**config.mk**
```make
export PLATFORM = sky130hd
export DESIGN_NAME = control_fsm
export DESIGN_NICKNAME = d
export VERILOG_FILES = /design/src/rtl/control_fsm.sv
export SDC_FILE = /design/constraint.sdc
export NUM_CORES = 1
export LEC_CHECK = 0
export BUFFER_PORTS_ARGS = -buffer_cell sky130_fd_sc_hd__buf_2
export CORE_UTILIZATION = 28
export CTS_BUF_LIST = sky130_fd_sc_hd__clkbuf_4
export DETAILED_ROUTE_END_ITERATION = 6
export PLACE_DENSITY = 0.56
export REMOVE_ABC_BUFFERS = 1
export SLEW_MARGIN = 20
export SYNTH_ARGS = -nofsm -noshare
export SYNTH_HDL_FRONTEND = slang
export SYNTH_SLANG_ARGS = --single-unit
```
**constraint.sdc**
```tcl
create_clock -name i_Clk -period 3.4 [get_ports i_Clk]
set_input_delay 0.34 -clock i_Clk [delete_from_list [all_inputs] [get_ports i_Clk]]
set_output_delay 0.34 -clock i_Clk [all_outputs]
set_load 0.05 [all_outputs]
```
**src/rtl/control_fsm.sv**
```systemverilog
// Moore main control FSM for the multi-cycle RV32I core: sequences fetch/decode/execute/memory/writeback.
// Optional CONTROL_FSM_ILLEGAL_OP_EN adds o_IllegalOp, flagging an unsupported opcode seen in DECODE.
module control_fsm (
    input  logic       i_Clk,
    input  logic       i_Reset,
    input  logic [6:0] i_OpCode,
    output logic       o_Branch,
    output logic       o_PCUpdate,
    output logic       o_IRWrite,
    output logic [1:0] o_ResultSrc,
    output logic       o_MemWrite,
    output logic [1:0] o_ALUSrcA,
    output logic [1:0] o_ALUSrcB,
    output logic       o_RegWrite,
    output logic [1:0] o_ALUOp,
    output logic       o_AdrSrc,
`ifdef CONTROL_FSM_ILLEGAL_OP_EN
    output logic       o_IllegalOp,
`endif
    output logic [3:0] o_State
);

    typedef enum logic [6:0] {
        OP_LW     = 7'b0000011,
        OP_SW     = 7'b0100011,
        OP_R_TYPE = 7'b0110011,
        OP_I_TYPE = 7'b0010011,
        OP_JAL    = 7'b1101111,
        OP_BEQ    = 7'b1100011
    } OpCode_t;

    typedef enum logic [3:0] {
        FETCH    = 4'd0,
        DECODE   = 4'd1,
        MEMADR   = 4'd2,
        MEMREAD  = 4'd3,
        MEMWB    = 4'd4,
        MEMWRITE = 4'd5,
        EXECUTER = 4'd6,
        EXECUTEL = 4'd7,
        ALUWB    = 4'd8,
        JAL      = 4'd9,
        BEQ      = 4'd10
    } FSMState_t;

    FSMState_t state_q, state_d;

    always_ff @(posedge i_Clk) begin
        if (i_Reset) begin
            state_q <= FETCH;
        end else begin
            state_q <= state_d;
        end
    end

    always_comb begin
        state_d = FETCH;
        case (state_q)
            FETCH: state_d = DECODE;
            DECODE: begin
                case (i_OpCode)
                    OP_LW, OP_SW: state_d = MEMADR;
                    OP_R_TYPE:    state_d = EXECUTER;
                    OP_I_TYPE:    state_d = EXECUTEL;
                    OP_JAL:       state_d = JAL;
                    OP_BEQ:       state_d = BEQ;
                    default:      state_d = FETCH;
                endcase
            end
            MEMADR: begin
                if (i_OpCode == OP_LW) begin
                    state_d = MEMREAD;
                end else if (i_OpCode == OP_SW) begin
                    state_d = MEMWRITE;
                end else begin
                    state_d = FETCH;
                end
            end
            MEMREAD:  state_d = MEMWB;
            EXECUTER: state_d = ALUWB;
            EXECUTEL: state_d = ALUWB;
            JAL:      state_d = ALUWB;
            // MEMWB, MEMWRITE, ALUWB, BEQ and illegal codes all go back to FETCH
            default:  state_d = FETCH;
        endcase
    end

    always_comb begin
        o_Branch    = 1'b0;
        o_PCUpdate  = 1'b0;
        o_IRWrite   = 1'b0;
        o_ResultSrc = 2'b00;
        o_MemWrite  = 1'b0;
        o_ALUSrcA   = 2'b00;
        o_ALUSrcB   = 2'b00;
        o_RegWrite  = 1'b0;
        o_ALUOp     = 2'b00;
        o_AdrSrc    = 1'b0;
        case (state_q)
            FETCH: begin
                o_IRWrite   = 1'b1;
                o_PCUpdate  = 1'b1;
                o_ALUSrcB   = 2'b10;
                o_ResultSrc = 2'b10;
            end
            DECODE: begin
                o_ALUSrcA = 2'b01;
                o_ALUSrcB = 2'b01;
            end
            MEMADR: begin
                o_ALUSrcA = 2'b10;
                o_ALUSrcB = 2'b01;
            end
            MEMREAD: begin
                o_AdrSrc = 1'b1;
            end
            MEMWB: begin
                o_ResultSrc = 2'b01;
                o_RegWrite  = 1'b1;
            end
            MEMWRITE: begin
                o_AdrSrc   = 1'b1;
                o_MemWrite = 1'b1;
            end
            EXECUTER: begin
                o_ALUSrcA = 2'b10;
                o_ALUOp   = 2'b10;
            end
            EXECUTEL: begin
                o_ALUSrcA = 2'b10;
                o_ALUSrcB = 2'b01;
                o_ALUOp   = 2'b10;
            end
            ALUWB: begin
                o_RegWrite = 1'b1;
            end
            JAL: begin
                o_ALUSrcA  = 2'b01;
                o_ALUSrcB  = 2'b10;
                o_PCUpdate = 1'b1;
            end
            BEQ: begin
                o_ALUSrcA = 2'b10;
                o_ALUOp   = 2'b01;
                o_Branch  = 1'b1;
            end
            default: ;
        endcase
    end

    assign o_State = state_q;

`ifdef CONTROL_FSM_ILLEGAL_OP_EN
    always_comb begin
        o_IllegalOp = 1'b0;
        if (state_q == DECODE) begin
            case (i_OpCode)
                OP_LW, OP_SW, OP_R_TYPE, OP_I_TYPE, OP_JAL, OP_BEQ: o_IllegalOp = 1'b0;
                default: o_IllegalOp = 1'b1;
            endcase
        end
    end
`endif

endmodule

```
Word-level counts from Yosys, hierarchy flattened
Cells that the tools add are included.
{ "op_classes": {"eq_ne": 16, "n_mux": 14, "reduce_logical": 10} }
{ "ops": {"columns": ["op", "n"], "rows": [
  ["one-hot mux 4 bit (5 select lines)", 2],
  ["== test 4 x 3 -> 1 bit (second input constant)", 4],
  ["one-hot mux 2 bit (2 select lines)", 4],
  ["== test 7 x 6 -> 1 bit (second input constant)", 2],
  ["== test 7 bit (second input constant)", 2],
  ["== test 4 bit (second input constant)", 3],
  ["OR reduction 2 bit", 6],
  ["== test 4 x 2 -> 1 bit (second input constant)", 2],
  ["== test 7 x 2 -> 1 bit (second input constant)", 1],
  ["== test 7 x 5 -> 1 bit (second input constant)", 1],
  ["2-to-1 mux 1 bit", 6],
  ["2-to-1 mux 3 bit", 2],
  ["OR reduction 3 bit", 2],
  ["== test 4 x 1 -> 1 bit (second input constant)", 1],
  ["logical NOT 4 bit", 1],
  ["OR reduction 4 bit", 1]
]} }
{ "totals": {"regBits": 4, "output_inout_bits": 18} }

Logic depth before layout (Yosys ltp)
{ "logic_depth": {"word_depth": 4, "ltp_mapped": 5, "ltp_nobuf": 4} }

Worst setup path after synthesis
No wires, ideal clock.
{ "synth_timing": {"kind": "flip-flop to output port", "from": "register state_q[2] (netlist: o_State[2])", "to": "output o_ResultSrc[1]", "t_arrival_ps": 2822, "slack_ps": 238, "stages_incl_launch_ff": 4, "n_path_buf": 2, "cell_sequence": "dfxtp_1 > buf_2 > nor4_1 > buf_4"} }
{ "synth_between": {"elab_chain_len": 2, "elab_cells_between_ends": 3, "classes_between": "1 x eq/ne; 1 x mux; 1 x reduce/logical"} }
{ "synth_rtl": {"columns": ["item", "line_no", "text"], "rows": [
  ["from (decl)", "46", "FSMState_t state_q, state_d;"],
  ["from (signal assigned)", "52", "state_q <= state_d;"],
  ["== test 4 x 3 -> 1 bit or logical NOT 4 bit (tied branches)", "99", "case (state_q)"],
  ["one-hot mux 2 bit (2 select lines) *", "99", null],
  ["to (decl)", "10", "output logic [1:0] o_ResultSrc,"]
]} }
Every way passes the cells marked *; elsewhere a longest branch is shown, timed or not.

Final worst setup path
{ "layout_timing": {"from": "register state_q[2] (netlist: o_State[2])", "to": "output o_ALUOp[1]"} }
{ "layout_between": {"elab_chain_len": 3, "elab_cells_between_ends": 5, "classes_between": "3 x eq/ne; 1 x mux; 1 x reduce/logical"} }
{ "layout_rtl": {"columns": ["item", "line_no", "text"], "rows": [
  ["== test 4 x 3 -> 1 bit", "99", null],
  ["OR reduction 2 bit (no source line)", null, null],
  ["one-hot mux 2 bit (2 select lines) *", "99", null],
  ["to (decl)", "15", "output logic [1:0] o_ALUOp,"]
]} }
Marks and branches as above.

==> metrics.cfg <==
[hold_path]
hp-class=in2reg
hold_start=i_Reset
holdPathStages=4
hold_end=o_State[0]$_SDFF_PP0_

[global_routing]
overflow=0
grt_start_max_net_pins=17
grt.total_usage=0.1479
grt_first_pass_wirelength_um=1593
grt_pass1_vias=393
antenna_found_initial=0

[drt]
wl_per_cell_um=10.60
via_per_inst=5.120
drt_iter0_drc=7
remaining_drc_errors=0
drt-pass1-iter-count=4
dr_total_vias=512
postRouteAntennaNets=0
wl_um=1060

[timing]
timing.final.crit_period_ns=2.013
post-route-period-util=0.5920
slew_headroom=0.6561
hold_violations=0
worstMarginPinSlew_ns=0.5152
fmax_ghz=0.4968
clock_skew_ns=0.001402
rsz0062_at_grt=false
worst_slack_ns=1.387
finalSetupViolCount=0
slew_viol_final=0
hold_ws_ns=0.4312

[place]
pre_cts_ws_ns=1.624
place.gp.congestion=0.7442
io_buffers=26
place_inst=97
hpwl_um=831.2
dpl_cell_area_um2=541.8

[cts]
cts_setup_buffers=0
cts_hold_buf=0
clock_latency_ns=0.23
cts_tree=built
cts_sinks=4
numCtsBuffers=3
clockRootBuffer=clkbuf_4
cts.repair.resized=0
cts.path.max_buffers=2
cts_htree_levels=1
clkTransAtPathRegs_ns=0.03

[setup_path]
reg2reg_from=o_State[0]$_SDFF_PP0_
cp-start-kind=flop
regToRegSetupSlack_ns=1.86
criticalPathCategory=reg2out
arrival_ns=1.67
critical_path.max_fanout=16
r2r_cells=3
endpoint_kind=output port
reg2reg_to=o_State[1]$_SDFF_PP0_
cp.required_ns=3.06

[final_layout]
antenna_cells=0
layout_common_cells=buf_2, nor2_1, nor3_1
largest_reg_flops=4
regArea_um2=80.08
area_delta_synth_final_pct=34.23
multi_input_area_um2=301.5
fin_cells=100
drive_above_1_share=0.3882
num-fill-cells=156
nets=96
finalInstanceArea_um2=564.3
final_common_cell=buf_2

[power]
peakVddDrop_v=0.0001704
intPower_w=0.0001042
p_sw_w=0.00006250
switching_share=0.3750
pwr-share-comb=0.354
cellPowerDensity_nw_per_um2=295.4
power_w=0.0001667
power_frac_seq=0.312
clkPwrFrac=0.334
leakage_nw=0.2625

[logic_synthesis]
synth_ff_type=dfxtp_1
synth_area_um2=420.4
syn_area_per_cell_um2=6.892
async_flop_share=0
ys_ff_latch=4
syn-instance-count=61
synth_edf_count=0
synth-warning-count=0
synth.distinct_cells=27
synth.yosys.seq_area_share=0.1905

[floorplanning]
dieArea_um2=1661
io_pins=27
dieWidth_um=40.75
initial_utilization=0.3114
core-area_um2=1350
rows=13
fp.dieH_um=40.75

[job]
drv_cap=0

[run_status]
status=complete, no violations

[through the flow]
stage | TNS, ns | utilization
global placement | 0 | 0.4013
detailed placement | 0 | 0.4013
finish | 0 | 0.4180
floorplan | -1.081 | -
global route | 0 | 0.4180
CTS | 0 | 0.4180
[worst max-delay path by stage]
| stage | start | endpoint | slack (ns) |
|---|---|---|---|
| 2_1_floorplan | o_State[2]$_SDFF_PP0_ | o_IRWrite | -0.54 |
| 3_3_place_gp | o_State[2]$_SDFF_PP0_ | o_ALUOp[1] | 1.58 |
| 3_5_place_dp | o_State[2]$_SDFF_PP0_ | o_ALUOp[1] | 1.62 |
| 4_1_cts | o_State[2]$_SDFF_PP0_ | o_ALUOp[1] | 1.37 |
| 5_1_grt | o_State[2]$_SDFF_PP0_ | o_ALUOp[1] | 1.24 |
| 6_report | o_State[2]$_SDFF_PP0_ | o_ALUOp[1] | 1.39 |
[critical path, stage by stage (launching register included)]
cell and delay (ns):
dfxtp_1 0.63, nand2b_1 0.19, or2_2 0.32, inv_1 0.05, buf_2 0.25
[routing by layer]
layer  GRT usage  vias to the layer above  share of wire
met5           0                        -              0
met4     0.07500                        0              0
met3     0.03261                        0          0.031
met2      0.2262                        8           0.51
met1      0.1928                      234           0.46
li1            -                      270              -
[cells in the mapped netlist (2+ instances only)]
master | count | area share
a211oi_1 | 2 | 0.036
xor2_1 | 2 | 0.042
clkbuf_1 | 2 | 0.018
a21oi_1 | 5 | 0.060
buf_4 | 2 | 0.036
nand2_1 | 3 | 0.027
nor4_1 | 2 | 0.030
dfxtp_1 | 4 | 0.19
o21ai_0 | 3 | 0.036
nor2_1 | 8 | 0.071
nand2b_1 | 5 | 0.074
inv_1 | 2 | 0.018
nor3_1 | 7 | 0.083
[cell families (layout without fill, tap and decap cells)]
| logic type | after synthesis | count (layout) | synth area share |
|---|---|---|---|
| AOI/OAI and AO/OA | 14 | 14 | 0.2202 |
| xor gates and xnor gates | 3 | 3 | 0.06251 |
| DFF | 4 | 4 | 0.1905 |
| and+or+nand+nor | 32 | 32 | 0.4345 |
| buffers and inverters | 8 | 32 | 0.09224 |
[area by class of cell]
class,instances,area share
multi-input cells,49,0.5344
inverters,3,0.01996
repair buffers,26,0.2306
well taps,15,0.03326
flip-flops and latches,4,0.1419
clock buffers,3,0.03991
[power groups by stage]
stage                     clock network [W]  registers, W  logic [W]
after floorplan                           0     0.0000556  0.0000389
after CTS                         0.0000600     0.0000519  0.0000594
after detailed placement                  0     0.0000526  0.0000592
after global placement                    0     0.0000527  0.0000592
after global routing              0.0000641     0.0000523  0.0000630
final                             0.0000557     0.0000520  0.0000590
No activity file was read; power rests on OpenSTA's default activity.
